===== src/rtl/issue_queue_index_free_list_pkg.sv =====
// issue_queue_index_free_list_pkg: scheduler-wide issue-queue index types and flush-return walk geometry
package SchedulerTypes;
    localparam int ISSUE_QUEUE_ENTRY_NUM = 16;
    localparam int DISPATCH_WIDTH = 2;
    localparam int ISSUE_WIDTH = 2;
    localparam int ISSUE_QUEUE_INDEX_BIT_SIZE = $clog2(ISSUE_QUEUE_ENTRY_NUM);
    localparam int ISSUE_QUEUE_RETURN_INDEX_WIDTH = 2;
    localparam int ISSUE_QUEUE_RETURN_INDEX_CYCLE =
        (ISSUE_QUEUE_ENTRY_NUM + ISSUE_QUEUE_RETURN_INDEX_WIDTH - 1) / ISSUE_QUEUE_RETURN_INDEX_WIDTH;
    localparam int ISSUE_QUEUE_RETURN_INDEX_CYCLE_BIT_SIZE = $clog2(ISSUE_QUEUE_RETURN_INDEX_CYCLE);

    typedef logic [ISSUE_QUEUE_INDEX_BIT_SIZE-1:0] IssueQueueIndexPath;
    typedef logic [ISSUE_QUEUE_INDEX_BIT_SIZE:0]   IssueQueueCountPath;
    typedef logic [ISSUE_QUEUE_ENTRY_NUM-1:0]      IssueQueueOneHotPath;

    typedef enum logic {IQFL_IDLE, IQFL_RETURN} IQFreeListPhase;
endpackage


===== src/rtl/issue_queue_index_free_list_scanner.sv =====
// iq_flush_return_scanner: latches a flush mask and walks it chunk by chunk, emitting indices to return
module iq_flush_return_scanner
    import SchedulerTypes::*;
#(
    parameter int ENTRY_NUM    = ISSUE_QUEUE_ENTRY_NUM,
    parameter int RETURN_WIDTH = ISSUE_QUEUE_RETURN_INDEX_WIDTH
) (
    input  logic                                          clk,
    input  logic                                          rst,
    input  logic                                          i_flushStart,
    input  logic [ENTRY_NUM-1:0]                          i_flushMask,
    output logic                                          o_flushBusy,
    output logic [ENTRY_NUM-1:0]                          o_mask,
    output logic [RETURN_WIDTH-1:0]                       o_returnValid,
    output logic [RETURN_WIDTH-1:0][$clog2(ENTRY_NUM)-1:0] o_returnPtr
);
    localparam int IDX_W  = $clog2(ENTRY_NUM);
    localparam int CYCLE  = (ENTRY_NUM + RETURN_WIDTH - 1) / RETURN_WIDTH;
    localparam int C_W    = CYCLE > 1 ? $clog2(CYCLE) : 1;
    localparam int MASK_W = CYCLE * RETURN_WIDTH;

    IQFreeListPhase                         r_state, w_state_next;
    logic [C_W-1:0]                         r_c, w_c_next;
    logic [CYCLE-1:0][RETURN_WIDTH-1:0]     r_mask, w_mask_next;
    logic [MASK_W-1:0]                      w_mask_flat;

    always_ff @(posedge clk or posedge rst) begin
        if (rst) begin
            r_state <= IQFL_IDLE;
            r_c     <= '0;
            r_mask  <= '0;
        end else begin
            r_state <= w_state_next;
            r_c     <= w_c_next;
            r_mask  <= w_mask_next;
        end
    end

    // Zero-extending the mask makes last-chunk bits beyond ENTRY_NUM inert.
    always_comb begin
        w_state_next = r_state;
        w_c_next     = r_c;
        w_mask_next  = r_mask;
        if (r_state == IQFL_IDLE && i_flushStart) begin
            w_state_next = IQFL_RETURN;
            w_c_next     = '0;
            w_mask_next  = MASK_W'(i_flushMask);
        end else if (r_state == IQFL_RETURN) begin
            w_c_next     = r_c + C_W'(1);
            w_state_next = (r_c == C_W'(CYCLE - 1)) ? IQFL_IDLE : IQFL_RETURN;
        end
    end

    assign o_flushBusy = r_state == IQFL_RETURN;
    assign w_mask_flat = r_mask;
    assign o_mask      = w_mask_flat[ENTRY_NUM-1:0];

    for (genvar k = 0; k < RETURN_WIDTH; k++) begin : g_ret
        assign o_returnValid[k] = (r_state == IQFL_RETURN) && r_mask[r_c][k];
        assign o_returnPtr[k]   = IDX_W'(int'(r_c) * RETURN_WIDTH + k);
    end

    always_ff @(posedge clk) begin
        if (!rst)
            assert (!(i_flushStart && r_state != IQFL_IDLE))
                else $warning("flushStart ignored while return walk is busy");
    end
endmodule


===== src/rtl/issue_queue_index_free_list.sv =====
// issue_queue_index_free_list: circular free list of issue-queue indices; dispatch pops,
// issue releases and a flush-mask walk push back, all packed contiguously each cycle.
module issue_queue_index_free_list
    import SchedulerTypes::*;
#(
    parameter int ENTRY_NUM     = ISSUE_QUEUE_ENTRY_NUM,
    parameter int ALLOC_WIDTH   = DISPATCH_WIDTH,
    parameter int RELEASE_WIDTH = ISSUE_WIDTH,
    parameter int RETURN_WIDTH  = ISSUE_QUEUE_RETURN_INDEX_WIDTH
) (
    input  logic                                            clk,
    input  logic                                            rst,
    input  logic [ALLOC_WIDTH-1:0]                          i_allocReq,
    output logic [ALLOC_WIDTH-1:0][$clog2(ENTRY_NUM)-1:0]   o_allocPtr,
    output logic                                            o_allocReady,
    input  logic [RELEASE_WIDTH-1:0]                        i_releaseValid,
    input  logic [RELEASE_WIDTH-1:0][$clog2(ENTRY_NUM)-1:0] i_releasePtr,
    input  logic                                            i_flushStart,
    input  logic [ENTRY_NUM-1:0]                            i_flushMask,
    output logic                                            o_flushBusy,
    output logic [$clog2(ENTRY_NUM):0]                      o_freeCount
);
    localparam int IDX_W  = $clog2(ENTRY_NUM);
    localparam int PTR_W  = IDX_W + 1;
    localparam int PUSH_W = RELEASE_WIDTH + RETURN_WIDTH;

    logic [IDX_W-1:0]                   r_fifo [ENTRY_NUM];
    logic [PTR_W-1:0]                   r_head, r_tail;
    logic [PTR_W-1:0]                   w_pop_num, w_pops, w_push_num;
    logic [IDX_W-1:0]                   w_rd_idx [ALLOC_WIDTH];
    logic [IDX_W-1:0]                   w_wr_idx [PUSH_W];
    logic [PUSH_W-1:0]                  w_push_valid;
    logic [PUSH_W-1:0][IDX_W-1:0]       w_push_ptr;
    logic [RETURN_WIDTH-1:0]            w_return_valid;
    logic [RETURN_WIDTH-1:0][IDX_W-1:0] w_return_ptr;
    logic [ENTRY_NUM-1:0]               w_mask;

    iq_flush_return_scanner #(
        .ENTRY_NUM    (ENTRY_NUM),
        .RETURN_WIDTH (RETURN_WIDTH)
    ) u_scanner (
        .clk           (clk),
        .rst           (rst),
        .i_flushStart  (i_flushStart),
        .i_flushMask   (i_flushMask),
        .o_flushBusy   (o_flushBusy),
        .o_mask        (w_mask),
        .o_returnValid (w_return_valid),
        .o_returnPtr   (w_return_ptr)
    );

    // Release lanes precede return lanes in the tail packing order.
    assign w_push_valid = {w_return_valid, i_releaseValid};
    assign w_push_ptr   = {w_return_ptr, i_releasePtr};

    always_comb begin
        w_pop_num = '0;
        for (int i = 0; i < ALLOC_WIDTH; i++) begin
            w_rd_idx[i] = IDX_W'(r_head + w_pop_num);
            w_pop_num   = w_pop_num + PTR_W'(i_allocReq[i]);
        end
        w_push_num = '0;
        for (int j = 0; j < PUSH_W; j++) begin
            w_wr_idx[j] = IDX_W'(r_tail + w_push_num);
            w_push_num  = w_push_num + PTR_W'(w_push_valid[j]);
        end
    end

    for (genvar a = 0; a < ALLOC_WIDTH; a++) begin : g_alloc
        assign o_allocPtr[a] = r_fifo[w_rd_idx[a]];
    end

    assign o_freeCount  = r_tail - r_head;
    assign o_allocReady = (o_freeCount >= PTR_W'(ALLOC_WIDTH)) && !o_flushBusy;
    assign w_pops       = o_allocReady ? w_pop_num : '0;

    always_ff @(posedge clk or posedge rst) begin
        if (rst) begin
            for (int i = 0; i < ENTRY_NUM; i++)
                r_fifo[i] <= IDX_W'(i);
            r_head <= '0;
            r_tail <= PTR_W'(ENTRY_NUM);
        end else begin
            r_head <= r_head + w_pops;
            r_tail <= r_tail + w_push_num;
            for (int j = 0; j < PUSH_W; j++)
                if (w_push_valid[j])
                    r_fifo[w_wr_idx[j]] <= w_push_ptr[j];
        end
    end

    always_ff @(posedge clk) begin
        if (!rst) begin
            assert (int'(o_freeCount) + int'(w_push_num) - int'(w_pops) <= ENTRY_NUM)
                else $error("free list overflow");
            assert (!(|i_allocReq && int'(o_freeCount) < int'(w_pop_num)))
                else $error("allocation requested beyond free count");
            for (int j = 0; j < RELEASE_WIDTH; j++)
                assert (!(o_flushBusy && i_releaseValid[j] && w_mask[i_releasePtr[j]]))
                    else $error("released index %0d is also being flushed", i_releasePtr[j]);
        end
    end
endmodule


===== config.mk =====
export PLATFORM = sky130hd
export DESIGN_NAME = issue_queue_index_free_list
export DESIGN_NICKNAME = d
export VERILOG_FILES = /design/src/rtl/issue_queue_index_free_list_pkg.sv /design/src/rtl/issue_queue_index_free_list_scanner.sv /design/src/rtl/issue_queue_index_free_list.sv
export SDC_FILE = /design/constraint.sdc
export NUM_CORES = 1
export LEC_CHECK = 0
export BUFFER_PORTS_ARGS = -buffer_cell sky130_fd_sc_hd__buf_4
export CAP_MARGIN = 20
export CORE_ASPECT_RATIO = 0.5
export CORE_MARGIN = 2
export CORE_UTILIZATION = 31
export CTS_BUF_LIST = sky130_fd_sc_hd__clkbuf_4 sky130_fd_sc_hd__clkbuf_8 sky130_fd_sc_hd__clkbuf_16
export CTS_CLUSTER_SIZE = 12
export DETAILED_ROUTE_END_ITERATION = 8
export MAX_ROUTING_LAYER = met4
export PLACE_DENSITY_LB_ADDON = 0.2
export SYNTH_ARGS = -nofsm -noshare
export SYNTH_HDL_FRONTEND = slang
export SYNTH_SLANG_ARGS = --single-unit

===== constraint.sdc =====
create_clock -name clk -period 8.2 [get_ports clk]
set_clock_uncertainty 0.2 [all_clocks]
set_input_delay 0.41 -clock clk [delete_from_list [all_inputs] [get_ports clk]]
set_output_delay 0.41 -clock clk [all_outputs]
set_load 0.03 [all_outputs]

After elaboration in Yosys (flattened, before gate mapping)
Cells that the tools add are included.
Cells by class
  add/subtract/negate cells: 13
  multiply operators: 0
  divide/modulo/power cells: 0
  order comparisons: 12
  equality and inequality tests: 1
  shift operators: 0
  multiplexer cells: 30
  bitwise logic cells: 7
  reductions and logical operators: 10
Operator list (number)
  $bwmux 64: 4
  $mux 64: 4
  $demux 4 s4: 4
  $bmux 4 s4: 2
  $mux 4: 8
  $ge 5x5->1 const B: 6
  $not 4->5: 6
  $lt 5x1->1 const B: 4
  $add 4x1->4: 2
  $logic_and 1x1->1: 8
  $bmux 2 s3: 1
  $mux 3: 2
  $add 5x2->5: 1
  $add 5x4->5: 1
  $ge 5x2->1 const B: 1
  $sub 5x5->5: 1
  $add 1x1->2: 2
  $add 3x1->4: 1
  $add 4x1->4 const B: 1
  $add 4x2->4: 1
  $add 4x3->4: 1
  $lt 3x4->1 const B: 1
  $mux 2: 2
  $add 2x1->3: 1
  6 further kinds: 8
Word-level totals
  register bits after elaboration: 94
  latch bits: 0
  RAM bits: 0
  memory bits (read-only): 0
  output and inout port bits: 15
  word-level logic and storage cells: 101
  memories: 0

Depth between registers and ports, before layout
  depth after elaboration: 13
  mapped depth: 14

Hierarchy
From an unflattened synthesis, not the netlist that was laid out.
Unflattened totals
  cell total of the unflattened synthesis: 799
  area total of the unflattened synthesis: 8453.1 µm²
Modules (own cells, without submodules)
  issue_queue_index_free_list: times used 1, cells an instance 730, area an instance 7487.2 µm²
  iq_flush_return_scanner: times used 1, cells an instance 69, area an instance 965.9 µm²

Worst setup path before layout
OpenSTA, ideal clock, no wires.
  path kind: register to register
  start: reg u_scanner.r_state, in the netlist u_scanner.o_flushBusy
  end: reg r_fifo[9] in the netlist's numbering
  arrival time: 3.875 ns
  data required time: 7.872 ns
  slack: 3.997 ns
  stages on the path, launching flop included: 15
  path buffers: 1
  clock period less this slack: 4.203 ns
  cells stage by stage: dfrtp_1 clkbuf_2 inv_1 a221oi_4 nand2_1 fa_1 inv_1 ha_1 inv_1 fa_1 xnor2_1 and2_1 mux2i_1 o22ai_2 mux2_1
Between the ends
  cells in the longest elaborated chain, start to end: 10
  elaborated cells on any way between the ends: 13
  classes of those cells: 2 x add/sub; 2 x order compare; 5 x mux; 1 x bitwise; 3 x reduce/logical
Ends and longest elaborated chain
  start, declared: line issue_queue_index_free_list_scanner.sv:22  | IQFreeListPhase r_state, w_state_next;
  start signal, assigned: line issue_queue_index_free_list_scanner.sv:33  | r_state <= w_state_next;
  $logic_and 1x1->1: line issue_queue_index_free_list_scanner.sv:59  | assign o_returnValid[k] = (r_state == IQFL_RETURN) && r_mask[r_c][k];
  $add 2x1->3: line issue_queue_index_free_list.sv:65  | w_push_num = w_push_num + PTR_W'(w_push_valid[j]);
  $add 4x3->4: line issue_queue_index_free_list.sv:64  | w_wr_idx[j] = IDX_W'(r_tail + w_push_num);
  $not 4->5 (not written as such): line issue_queue_index_free_list.sv:88  | r_fifo[w_wr_idx[j]] <= w_push_ptr[j];
  $ge 5x5->1 (not written as such) or $lt 5x1->1 (tied branches): line issue_queue_index_free_list.sv:88
  $logic_and 1x1->1 (not written as such): line issue_queue_index_free_list.sv:88
  $mux 4 (not written as such): line issue_queue_index_free_list.sv:88
  $demux 4 s4: line issue_queue_index_free_list.sv:88
  $bwmux 64: line issue_queue_index_free_list.sv:88
  $mux 64 *: line issue_queue_index_free_list.sv:87  | if (w_push_valid[j])
  end signal, assigned by index: line issue_queue_index_free_list.sv:80  | r_fifo[i] <= IDX_W'(i);
  end signal, assigned by index: line issue_queue_index_free_list.sv:88
  end, declared: line issue_queue_index_free_list.sv:27  | logic [IDX_W-1:0] r_fifo [ENTRY_NUM];
Every way passes the cells marked *; elsewhere a longest branch is shown, timed or not.
A chain may end at the register's enable or synchronous reset.

Final worst setup path
  start: reg u_scanner.r_c[2]
  end: reg r_fifo[26] in the netlist's numbering
Between the ends
  cells in the longest elaborated chain, start to end: 12
  elaborated cells on any way between the ends: 15
  classes of those cells: 2 x add/sub; 2 x order compare; 7 x mux; 1 x bitwise; 3 x reduce/logical
Ends and longest elaborated chain
  start, declared: line issue_queue_index_free_list_scanner.sv:23  | logic [C_W-1:0] r_c, w_c_next;
  start signal, assigned: line issue_queue_index_free_list_scanner.sv:34  | r_c <= w_c_next;
  $bmux 2 s3 *: line issue_queue_index_free_list_scanner.sv:59
  $mux 2 (not written as such) *: line issue_queue_index_free_list_scanner.sv:59
  $logic_and 1x1->1: line issue_queue_index_free_list_scanner.sv:59
  $add 2x1->3: line issue_queue_index_free_list.sv:65
  $add 4x3->4: line issue_queue_index_free_list.sv:64
  $not 4->5 (not written as such): line issue_queue_index_free_list.sv:88
  $ge 5x5->1 (not written as such) or $lt 5x1->1 (tied branches): line issue_queue_index_free_list.sv:88
  $logic_and 1x1->1 (not written as such): line issue_queue_index_free_list.sv:88
  $mux 4 (not written as such): line issue_queue_index_free_list.sv:88
  $demux 4 s4: line issue_queue_index_free_list.sv:88
  $bwmux 64: line issue_queue_index_free_list.sv:88
  $mux 64 *: line issue_queue_index_free_list.sv:87
Every way passes the cells marked *; elsewhere a longest branch is shown, timed or not. The select of a mux whose other input is x is not followed.

==> impl_metrics.toml <==
[outcome]
status = "completed"

[floorplan]
io_pins = 46
die_h_um = 114
die_area_mm2 = 0.0255
start_util = 0.314
die_w_um = 224
row_count = 40
coreArea_mm2 = 0.0239

[logic_synthesis]
synth_top_area_share = 0.249
yosys-top-cells-area = "mux2_2, dfrtp_1, mux4_2"
yosysWarnings = 0
yosys.area.top_type = "mux2_2"
post-synth-top-count-cell = "mux2_2"
synth_top_flop_cell = "dfrtp_1"
synth_cell_types = 54
synth_seq_cells = 94
synth_cells = 603
syn_area_per_cell_um2 = 12.4
syn_nets = 662
synth_common_cells = "mux2_2, dfrtp_1, nor2_1, mux4_2, dfstp_2"
synth_edf_count = 0
synth_area_mm2 = 0.00750
synth_seq_area_share = 0.319
async_flop_share = 1.00

[clock_tree]
clockBufferDepth = 2
cts_resized = 0
root_buffer = "clkbuf_16"
clock_sinks = 94
clk_latency_ns = 0.35
cts_hold_buf = 1
htree_levels = 3
cts_buffers = 9
cts_setup_buffers = 0
cts_tree = "yes"
clk_pin_slew_ns = 0.07

[placement]
gp_congestion = 0.857
hpwl_mm = 16.2
placed_cells = 934
numPortBuffers = 45

[drt]
viasPerCell = 5.49
wl_per_cell_um = 23.9
ant_nets = 0
drt_iter0_markers = 320
totalWireLength_mm = 22.8
vias = 5225
drc_errors = 0
drt_pass1_iterations = 5

[global_routing]
grtUsageTotal = 0.193
grt_pass1_vias = 5395
antenna_found_initial = 0
grt_pass1_wl_mm = 35.2
grt-ovfl-total = 0
grt_max_degree = 60

[timing]
fin_crit_sh = 0.642
hold_slack_ns = 0.0772
setup-violations-final = 0
finalHoldViolations = 0
fin_crit_ns = 5.27
clock.fmax_mhz = 190
worst_slew_margin_rel = 0.265
slew_violations = 0
worst_pin_slew_ns = 1.07
fin_setup_tns_ns = 0
grt_setup_unrepaired = "false"

[cells_and_area]
drive_gt1_frac = 0.529
area_growth_pct = 12.6
n_fill_cell = 2331
final_cells = 952
diodes = 0
nNetsFinal = 691
multi_input_area_mm2 = 0.00488
seqCellArea_mm2 = 0.00239

[worst_setup_path]
crit_required_ns = 8.22
crit_type = "register to register"
worstPathArrival_ns = 5.29
critical_path.endpoint_type = "register"
critical_path.max_fanout = 22
start_kind = "register"

[job]
drv_cap = 0

[min_path]
min_path_type = "input pin to register"
## cells by family after synthesis
kind of cell,synth area share
buf+inv,0.0297
fa+ha+maj,0.0537
mux,0.422
compound gates,0.0819
simple gates,0.0773
flops,0.319
xor+xnor,0.0164
## worst paths after layout
| path | start | to | slack, ns | cells past startpoint |
|---|---|---|---|---|
| setup / recovery | u_scanner.r_c[2]$_DFFE_PP0P_ | r_fifo[26]$_DFF_PP0_ | 2.93 | 13 |
| hold / removal | i_flushStart | u_scanner.r_c[2]$_DFFE_PP0P_ | 0.08 | 2 |
| setup reg to reg | u_scanner.r_c[2]$_DFFE_PP0P_ | r_fifo[26]$_DFF_PP0_ | 2.93 | 13 |
| hold reg to reg | r_tail[4]$_DFF_PP1_ | r_tail[4]$_DFF_PP1_ | 0.31 | 1 |
| max in group asynchronous | rst | r_fifo[55]$_DFF_PP0_ | 6.15 | 4 |
| min in group asynchronous | rst | r_fifo[29]$_DFF_PP0_ | 0.44 | 3 |
## worst max-delay path, cell delays in order, from the launching register on
cell and delay (ns):
dfrtp_1 0.92, nor2b_1 0.25, a221oi_4 0.61, nand2_1 0.18, fa_1 0.50, inv_1 0.07
ha_1 0.15, inv_1 0.05, fa_1 0.41, xor2_1 0.19, and2_1 0.18, mux2i_1 0.80
o22ai_2 0.26, mux2_2 0.34
## state kept, by name, indices dropped and copies added, names as in the netlist
| signal | cells |
|---|---|
| u_scanner.o_mask | 16 |
| r_head | 5 |
| r_fifo | 64 |
| u_scanner.o_flushBusy | 1 |
| r_tail | 5 |
| u_scanner.r_c | 3 |
## area by class of cell
| type | instances | share of cell area |
|---|---|---|
| inverters | 19 | 0.00874 |
| clock inverters | 3 | 0.00237 |
| flip-flops and latches | 94 | 0.283 |
| well taps | 315 | 0.0467 |
| clock buffers | 13 | 0.0317 |
| multi-input cells | 456 | 0.578 |
| repair buffers | 52 | 0.0489 |
## through the flow
step                      setup slack [ns]  cell area [um2]  utilization
after floorplan                       4.00             7500            -
after global placement                2.84             8120        0.340
after detailed placement              2.79             8120        0.340
after CTS                             2.75             8420        0.353
after global routing                  2.59             8440        0.354
final                                 2.93             8440        0.354
## per-layer routing
metal,up-vias,routed length (um),share of wire,track usage
met3,32,1250,0.055,0.0392
met5,-,0,0,-
li1,2349,-,-,-
met1,2695,10700,0.47,0.263
met4,0,444,0.019,0.0520
met2,149,10400,0.46,0.295
## cell usage in the layout (no fill, tap or decap), drive strengths merged, types with 11 or more instances in the layout
cell and count:
o22ai 32, mux2 176, dfstp 33, inv 18
mux4 40, ha 21, dfrtp 61, mux2i 28
buf 51, clkbuf 13, nor2 43, nand2 11
Power is not shown: default switching activity piles up to over one toggle a cycle in this logic, so the estimate is an artifact.
